<file path="src/rtl/board_loader_if.sv">
// Bus between the board loader, its solution-map ROM and the game state machine.
// Request: start is honoured only while busy is low; busy then stays high until the
// one-cycle done pulse, and board/givens/rom_err are final and stable from done onward.
interface board_loader_if #(
  parameter int ROM_AW = 9
);
  logic              start;
  logic              difficulty;
  logic [1:0]        map_sel;
  logic [15:0]       seed;
  logic [ROM_AW-1:0] rom_addr;
  logic [3:0]        rom_data;
  logic [404:0]      board;
  logic              busy;
  logic              done;
  logic [6:0]        givens;
  logic              rom_err;

  modport master (
    output start, difficulty, map_sel, seed, rom_data,
    input  rom_addr, board, busy, done, givens, rom_err
  );

  modport slave (
    input  start, difficulty, map_sel, seed, rom_data,
    output rom_addr, board, busy, done, givens, rom_err
  );
endinterface

</file>
<file path="src/rtl/board_loader.sv">
// Streams 81 solution cells from the map ROM into a board image, hiding cells
// according to a seeded LFSR and the latched difficulty.
module board_loader #(
  parameter int          ROM_AW       = 9,
  parameter logic [15:0] DEFAULT_SEED = 16'hACE1
) (
  input  logic           clk,
  input  logic           reset,
  board_loader_if.slave  bus,
  output logic [1:0]     dbg_state_o
);

  localparam int CELLS  = 81;
  localparam int CELL_W = 5;
  localparam int BRD_W  = CELLS * CELL_W;

  localparam logic [1:0] S_IDLE   = 2'd0;
  localparam logic [1:0] S_PRIME  = 2'd1;
  localparam logic [1:0] S_STREAM = 2'd2;
  localparam logic [1:0] S_FINISH = 2'd3;

  logic [1:0]        state_q, state_d;
  logic [6:0]        k_q, k_d;
  logic [ROM_AW-1:0] base_q, base_d;
  logic [ROM_AW-1:0] addr_q, addr_d;
  logic              diff_q, diff_d;
  logic [15:0]       lfsr_q, lfsr_d;
  logic [BRD_W-1:0]  board_q, board_d;
  logic [6:0]        givens_q, givens_d;
  logic              busy_q, busy_d;
  logic              done_q, done_d;
  logic              err_q, err_d;

  logic              hide;
  logic              valid;
  logic [4:0]        cell_val;
  logic [8:0]        cell_lsb;
  logic [15:0]       lfsr_next;
  logic [ROM_AW-1:0] stream_addr;
  logic [ROM_AW-1:0] start_base;

  // Fibonacci LFSR, taps 16,14,13,11, shifting left with feedback into bit 0.
  assign lfsr_next = {lfsr_q[14:0], lfsr_q[15] ^ lfsr_q[13] ^ lfsr_q[12] ^ lfsr_q[10]};

  assign hide     = diff_q ? ~lfsr_q[0] : (lfsr_q[1:0] == 2'b00);
  assign valid    = (bus.rom_data != 4'd0) && (bus.rom_data <= 4'd9);
  assign cell_val = valid ? {~hide, bus.rom_data} : 5'd0;
  assign cell_lsb = {2'b00, k_q} * 9'd5;

  assign start_base = ROM_AW'(bus.map_sel) * ROM_AW'(CELLS);

  // Address runs one cell ahead of the data; it parks on the last cell of the map.
  assign stream_addr = (k_q >= 7'd78) ? base_q + ROM_AW'(CELLS - 1)
                                      : base_q + ROM_AW'(k_q) + ROM_AW'(2);

  always_comb begin
    state_d  = state_q;
    k_d      = k_q;
    base_d   = base_q;
    addr_d   = addr_q;
    diff_d   = diff_q;
    lfsr_d   = lfsr_q;
    board_d  = board_q;
    givens_d = givens_q;
    busy_d   = busy_q;
    done_d   = 1'b0;
    err_d    = err_q;

    case (state_q)
      S_IDLE: begin
        if (bus.start) begin
          diff_d   = bus.difficulty;
          base_d   = start_base;
          addr_d   = start_base;
          lfsr_d   = (bus.seed == 16'd0) ? DEFAULT_SEED : bus.seed;
          board_d  = '0;
          givens_d = 7'd0;
          err_d    = 1'b0;
          busy_d   = 1'b1;
          state_d  = S_PRIME;
        end
      end
      S_PRIME: begin
        addr_d  = base_q + ROM_AW'(1);
        k_d     = 7'd0;
        state_d = S_STREAM;
      end
      S_STREAM: begin
        board_d[cell_lsb +: CELL_W] = cell_val;
        if (cell_val[4]) givens_d = givens_q + 7'd1;
        if (!valid) err_d = 1'b1;
        lfsr_d = lfsr_next;
        addr_d = stream_addr;
        if (k_q == 7'(CELLS - 1)) begin
          k_d     = 7'd0;
          done_d  = 1'b1;
          state_d = S_FINISH;
        end else begin
          k_d = k_q + 7'd1;
        end
      end
      S_FINISH: begin
        busy_d  = 1'b0;
        state_d = S_IDLE;
      end
      default: state_d = S_IDLE;
    endcase
  end

  always_ff @(posedge clk or negedge reset) begin
    if (!reset) begin
      state_q  <= S_IDLE;
      k_q      <= 7'd0;
      base_q   <= '0;
      addr_q   <= '0;
      diff_q   <= 1'b0;
      lfsr_q   <= DEFAULT_SEED;
      board_q  <= '0;
      givens_q <= 7'd0;
      busy_q   <= 1'b0;
      done_q   <= 1'b0;
      err_q    <= 1'b0;
    end else begin
      state_q  <= state_d;
      k_q      <= k_d;
      base_q   <= base_d;
      addr_q   <= addr_d;
      diff_q   <= diff_d;
      lfsr_q   <= lfsr_d;
      board_q  <= board_d;
      givens_q <= givens_d;
      busy_q   <= busy_d;
      done_q   <= done_d;
      err_q    <= err_d;
    end
  end

  assign bus.rom_addr = addr_q;
  assign bus.board    = board_q;
  assign bus.busy     = busy_q;
  assign bus.done     = done_q;
  assign bus.givens   = givens_q;
  assign bus.rom_err  = err_q;
  assign dbg_state_o  = state_q;

endmodule

</file>
<file path="src/flat_wrapper.sv">
// flat-port wrapper written by rule: the top's interface ports become plain ports
module board_loader_flat 
#(
  parameter int          ROM_AW       = 9,
  parameter logic [15:0] DEFAULT_SEED = 16'hACE1
)
  (clk, reset, dbg_state_o, bus_start, bus_difficulty, bus_map_sel, bus_seed, bus_rom_data, bus_rom_addr, bus_board, bus_busy, bus_done, bus_givens, bus_rom_err);
  board_loader_if #(.ROM_AW(ROM_AW)) bus_i ();
  input  logic clk;
  input  logic reset;
  output logic [1:0] dbg_state_o;
  input wire logic [$bits(bus_i.start)-1:0] bus_start;
  input wire logic [$bits(bus_i.difficulty)-1:0] bus_difficulty;
  input wire logic [$bits(bus_i.map_sel)-1:0] bus_map_sel;
  input wire logic [$bits(bus_i.seed)-1:0] bus_seed;
  input wire logic [$bits(bus_i.rom_data)-1:0] bus_rom_data;
  output wire logic [$bits(bus_i.rom_addr)-1:0] bus_rom_addr;
  output wire logic [$bits(bus_i.board)-1:0] bus_board;
  output wire logic [$bits(bus_i.busy)-1:0] bus_busy;
  output wire logic [$bits(bus_i.done)-1:0] bus_done;
  output wire logic [$bits(bus_i.givens)-1:0] bus_givens;
  output wire logic [$bits(bus_i.rom_err)-1:0] bus_rom_err;
  assign bus_i.start = bus_start;
  assign bus_i.difficulty = bus_difficulty;
  assign bus_i.map_sel = bus_map_sel;
  assign bus_i.seed = bus_seed;
  assign bus_i.rom_data = bus_rom_data;
  assign bus_rom_addr = bus_i.rom_addr;
  assign bus_board = bus_i.board;
  assign bus_busy = bus_i.busy;
  assign bus_done = bus_i.done;
  assign bus_givens = bus_i.givens;
  assign bus_rom_err = bus_i.rom_err;
  board_loader #(.ROM_AW(ROM_AW), .DEFAULT_SEED(DEFAULT_SEED)) u_core (.clk(clk), .reset(reset), .bus(bus_i), .dbg_state_o(dbg_state_o));
endmodule
</file>
<file path="config.mk">
export PLATFORM = sky130hd
export DESIGN_NAME = board_loader_flat
export DESIGN_NICKNAME = d
export VERILOG_FILES = /design/src/rtl/board_loader_if.sv /design/src/rtl/board_loader.sv /design/src/flat_wrapper.sv
export SDC_FILE = /design/constraint.sdc
export NUM_CORES = 1
export LEC_CHECK = 0
export CORE_MARGIN = 5
export CORE_UTILIZATION = 40
export CTS_BUF_LIST = sky130_fd_sc_hd__clkbuf_4 sky130_fd_sc_hd__clkbuf_8
export CTS_CLUSTER_SIZE = 10
export DETAILED_ROUTE_END_ITERATION = 12
export GPL_TIMING_DRIVEN = 0
export HOLD_SLACK_MARGIN = 0.03
export SLEW_MARGIN = 25
export SYNTH_ARGS = -nofsm -noshare
export SYNTH_HDL_FRONTEND = slang
export SYNTH_SLANG_ARGS = --single-unit
</file>
<file path="constraint.sdc">
create_clock -name clk -period 4.6 [get_ports clk]
set_input_delay 0.92 -clock clk [delete_from_list [all_inputs] [get_ports clk]]
set_output_delay 0.92 -clock clk [all_outputs]
set_load 0.02 [all_outputs]
</file>
Word-level counts from Yosys, hierarchy flattened --
Cells that the tools add are included.
Storage, ports and cells: register bits after elaboration 459, input port bits 26, word-level logic and storage cells 79
Cells by class: add/subtract/negate cells 7, multipliers 2, $lt $le $gt $ge 2, equal/unequal tests 8, shifts and indexed selects 2, multiplexer cells 26, bitwise gates (word level) 5, reduce and logical (&&, ||, !) cells 16
Operators by type and width (number):
- 405-bit one-hot mux with 2 select lines | 1
- 405-bit bitwise mux | 1
- 405-bit 2-to-1 mux | 1
- 5-bit by 11-bit variable shift with 405-bit output, first input constant | 1
- 5-bit by 11-bit indexed part select with 405-bit output | 1
- 16-bit 2-to-1 mux | 2
- 16-bit one-hot mux with 2 select lines | 1
- 7-bit one-hot mux with 2 select lines | 2
- 9-bit one-hot mux with 3 select lines | 1
- 7-bit 2-to-1 mux | 3
- 9-bit 2-to-1 mux | 2
- 16-bit logical NOT | 1
- 7-bit by 1-bit adder with 7-bit output, second input constant | 2
- 9-bit negator with 11-bit output | 1
- 2-bit AND reduction | 5
- 9-bit by 1-bit adder with 9-bit output, second input constant | 1
- 9-bit by 2-bit adder with 9-bit output, second input constant | 1
- 9-bit by 7-bit adder with 9-bit output | 1
- 9-bit by 7-bit adder with 9-bit output, second input constant | 1
- 2-bit by 7-bit multiplier with 9-bit output, second input constant | 1
- 7-bit by 3-bit multiplier with 9-bit output, second input constant | 1
- 2-bit one-hot mux with 4 select lines | 1
- 7-bit == test, second input constant | 1
- 7-bit greater-or-equal comparator, second input constant | 1
- other kinds (17) | 34

Logic depth before layout (Yosys ltp) --
depth after elaboration 7, gate-level depth with buffers 14

Least setup slack after synthesis --
Ideal clock, no wire load.
path type reg2reg, start point register u_core.k_q[1], end point register u_core.board_q[114], in the netlist u_core.bus.board[114], setup time 0.135 ns, arrival time 3.730 ns, required time 4.465 ns, path slack 0.735 ns, cell stages (with the launch flop) 13, period minus slack after synthesis 3.865 ns, cells stage by stage dfrtp_1 > ha_1 > ha_1 > fa_1 > buf_2 > or4b_4 > a211o_1 > a2111oi_4 > a21o_1 > nand4_2 > clkbuf_1 > o211ai_1 > o31ai_1
Between the ends: word-level cells in the longest chain between the ends 5, elaborated cells between the ends (all ways) 6, those cells by class add/sub: 1; mul: 1; shift: 2; mux: 2
RTL lines:
- start, declared | line board_loader.sv:23 | logic [6:0] k_q, k_d;
- start signal, assigned | line board_loader.sv:125 | k_q <= k_d;
- 7-bit by 3-bit multiplier with 9-bit output (*) | line board_loader.sv:48 | assign cell_lsb = {2'b00, k_q} * 9'd5;
- 9-bit negator with 11-bit output (*) | line board_loader.sv:89 | board_d[cell_lsb +: CELL_W] = cell_val;
- 5-bit by 11-bit indexed part select with 405-bit output / 5-bit by 11-bit variable shift with 405-bit output (equally long branches) | line board_loader.sv:89
- 405-bit bitwise mux (*) | line board_loader.sv:89
- 405-bit one-hot mux with 2 select lines (*) | line board_loader.sv:69 | case (state_q)
- end signal, assigned | line board_loader.sv:130 | board_q <= board_d;
- end, declared | line board_loader.sv:28 | logic [BRD_W-1:0] board_q, board_d;
Every way passes the cells marked *; elsewhere a longest branch is shown, timed or not. A chain may end at the register's enable or synchronous reset.

Worst setup path after layout --
start point register u_core.state_q[0], in the netlist u_core.dbg_state_o[0], end point register u_core.board_q[42], in the netlist u_core.bus.board[42]
Between the ends: word-level cells in the longest chain between the ends 3, elaborated cells between the ends (all ways) 6, those cells by class eq/ne: 2; mux: 1; reduce/logical: 3
RTL lines:
- start, declared | line board_loader.sv:22 | logic [1:0] state_q, state_d;
- start signal, assigned | line board_loader.sv:124 | state_q <= state_d;
- 2-bit == test / 2-bit logical NOT (equally long branches) | line board_loader.sv:69
- 2-bit nonzero test (no source line) / 2-bit inequality test (equally long branches)
- 2-bit AND reduction (no source line)
Several ways; a longest one is shown, not always the timed one.

==> metrics.txt <==
outcome=finished, final reports clean; Filler Cells Inserted=between 5000 and 6000; Worst Path Max Fanout=10; Worst Clk Skew=roughly 36 ps; total track usage=0.394; H-tree levels=3; Comb pwr share=0.623; IO Count=~450; synth unique cells=93; startpoint types=flop; share of synthesized registers carrying an async set or reset=1.00; met3 Resource Use GR=0.112; CTS tree=yes; Arrival @ worst endpoint=roughly 5200 ps; DR vias/cell=~6.9; busiest grt layer=met2; vias=27195; Cells after Synth=between 2000 and 2500; commonest cells after routing, fill and taps aside=449 x clkdlybuf4s50_1, 443 x dfrtp_1, 399 x nand2_1; fin crit share=0.996; first-pass GRT wire length=194 mm; initial antenna violation count=0; Post-Syn Nets=about 2600; Setup-failing EPs final=0; Critical Path, Cell by Cell=inv_1 > ha_1 > clkbuf_1 > inv_1 > clkbuf_2 > nand3_1 > clkbuf_1 > clkbuf_1 > clkbuf_1 > o311ai_0 > o41ai_1; DR pass1 iterations=6; area of the core=about 60000 µm²; Routed WL per cell=~35 µm; syn_area_per_cell=roughly 9.8 µm²; final worst setup slack=approximately 17 ps; f_max=about 0.22 GHz; number of global-route vias before repair=27219; pre-CTS WS=-812 ps; Area Overhead vs Synth=36.4%; RSZ-0062 raised after global routing=true; final hold violation count=0; clock latency on the worst-skew pair=~740 ps; CTS Buf Count=82; Std-Cell Rows=90; Crit path max-delay family=buffers and inverters; hold_ws=about 92 ps; Die Span Y=between 200 and 300 µm; Root Driver=clkbuf_8; Worst-Margin Slew=about 1000 ps; port buffer count=450; share of layout cells above drive strength 1=0.161; cts hold-fix bufs=0; part of the power in registers=0.190; GRT Residual Overflow=0; top_reg_cell synth=dfrtp_1; WL final=137 mm; fin util=0.552; CP Class=reg -> reg; Nets=approximately 3200; Slowest cell on crit path=clkbuf_1; largest net degree at the start of global routing=95; Antenna Nets Post-Route=0; Reg area=roughly 11000 µm²; crit-path most repeated cell=clkbuf_1; CTS Buffer Depth=3; Starting DRT DRC Count=~3500; Final HPWL DP=about 100 mm; post-layout instance area=33400 µm²; share of the yosys chip area belonging to registers=0.463; slew margin rel.=0.327; number of synthesized register bits=between 400 and 500; post-layout min period=4580 ps; Placer Congestion=about 1.0; Die ar.=~66000 µm²; Syn. warnings=0; buffers plus inverters on the worst setup path=7; Psw=about 13000 µW; Post-Syn Area=around 24000 µm²; max incr delay on CP=790 ps; die width=~260 µm; EDFF count, synth=0; DRC Markers=0; starting density of the core=0.404; commonest non-fill, non-tap cell in the layout=clkdlybuf4s50_1; pwr/cell area=between 600 and 700 nW/µm²; GRT met2 Usage=0.624; met1 Resource Use GR=0.481; Slew Viols, Final=0; peak supply drop=between 500 and 600 µV; clock-pin slew on the worst setup and hold paths=approximately 60 ps; WP data required=5200 ps; internal power=9390 µW; Placed Instance Area=a little over 30000 µm²; Clk pwr share=0.187; leakage=about 0.013 µW; CP Capture Type=flop; multi-input combinational cell area=about 13000 µm²; Worst Hold Class=in -> async; CTS Sinks=452; Max-cap violations=0; Sw Share=0.589
[cell usage after synthesis (all sizes together) (22+ instances only)]
| cell | count | share of area |
|---|---|---|
| a21oi | 42 | 0.0089 |
| buf | 55 | 0.012 |
| clkbuf | 217 | 0.033 |
| dfrtp | 444 | 0.45 |
| ha | 32 | 0.016 |
| inv | 26 | 0.0040 |
| mux2i | 133 | 0.054 |
| nand2 | 408 | 0.063 |
| nand3 | 79 | 0.016 |
| nand4 | 22 | 0.0059 |
| nor2 | 87 | 0.013 |
| nor3 | 53 | 0.015 |
| nor4 | 80 | 0.024 |
| o211ai | 55 | 0.017 |
| o21ai | 94 | 0.020 |
| o22ai | 25 | 0.0072 |
| o311ai | 212 | 0.076 |
| o31ai | 55 | 0.017 |
| o41ai | 182 | 0.065 |
[power by group through the flow]
stage	registers, µW	clock network (µW)	logic, µW
6_report	4350	4270	14300
5_1_grt	4380	4440	14400
4_1_cts	4350	4260	12900
3_5_place_dp	4420	0	12100
3_3_place_gp	4420	0	11900
2_1_floorplan	4470	0	6180
[routing by layer]
layer  wire (µm)  vias up
met5           0        -
met3       15200      541
met2       62100     2008
li1            -    11022
met4        9960        0
met1       49400    13624
[registers in the layout, summed over array words and instances (netlist names), 2 cells and up]
register,flops
u_core.bus.board,405
u_core.bus.rom_addr,9
u_core.base_q,2
u_core.dbg_state_o,2
u_core.k_q,7
u_core.bus.givens,7
u_core.lfsr_q,16
[repair_timing]
action,CTS,global route
setup endpoints to repair,394,378
pin swaps,19,13
buffers inserted,31,20
resized for setup,121,159
[path summary, 6_finish.rpt]
kind	from	endpoint	slack, ps	cells past startpoint
min	reset	u_core.bus.board[337]	90	1
max reg2reg	u_core.dbg_state_o[0]	u_core.bus.board[42]	20	11
min in group clk	u_core.bus.rom_addr[0]	u_core.bus.rom_addr[0]	490	2
min reg2reg	u_core.bus.rom_addr[0]	u_core.bus.rom_addr[0]	490	2
max in group asynchronous	reset	u_core.lfsr_q[10]	2730	4
max	u_core.dbg_state_o[0]	u_core.bus.board[42]	20	11
[cell type report]
| class | instances | share of cell area |
|---|---|---|
| multi-input cells | 1748 | 0.380 |
| flip-flops and latches | 452 | 0.339 |
| repair buffers | 514 | 0.155 |
| clock buffers | 137 | 0.0511 |
| plain buffers | 271 | 0.0380 |
| well taps | 782 | 0.0293 |
| clock inverters | 13 | 0.00345 |
| inverters | 26 | 0.00293 |
| diodes | 1 | 0.0000750 |
[through the flow]
| step | TNS [ps] | total power (µW) | cells |
|---|---|---|---|
| after CTS | 0 | 21500 | 3924 |
| final | 0 | 22900 | 3944 |
| after detailed placement | -125240 | 16500 | 3743 |
| after floorplan | 0 | 10600 | 2498 |
| after global routing | -544 | 23200 | 3943 |
| after global placement | -8012770 | 16300 | 3730 |
[kinds of logic after synthesis]
logic type | share of synthesized area
AOI/OAI and AO/OA | 0.253
muxes | 0.0568
DFF | 0.463
buffers and inverters | 0.0494
xor gates and xnor gates | 0.00998
adders and majority gates | 0.0180
and+or+nand+nor | 0.149
Note: power is estimated with default switching activity, not from simulation.
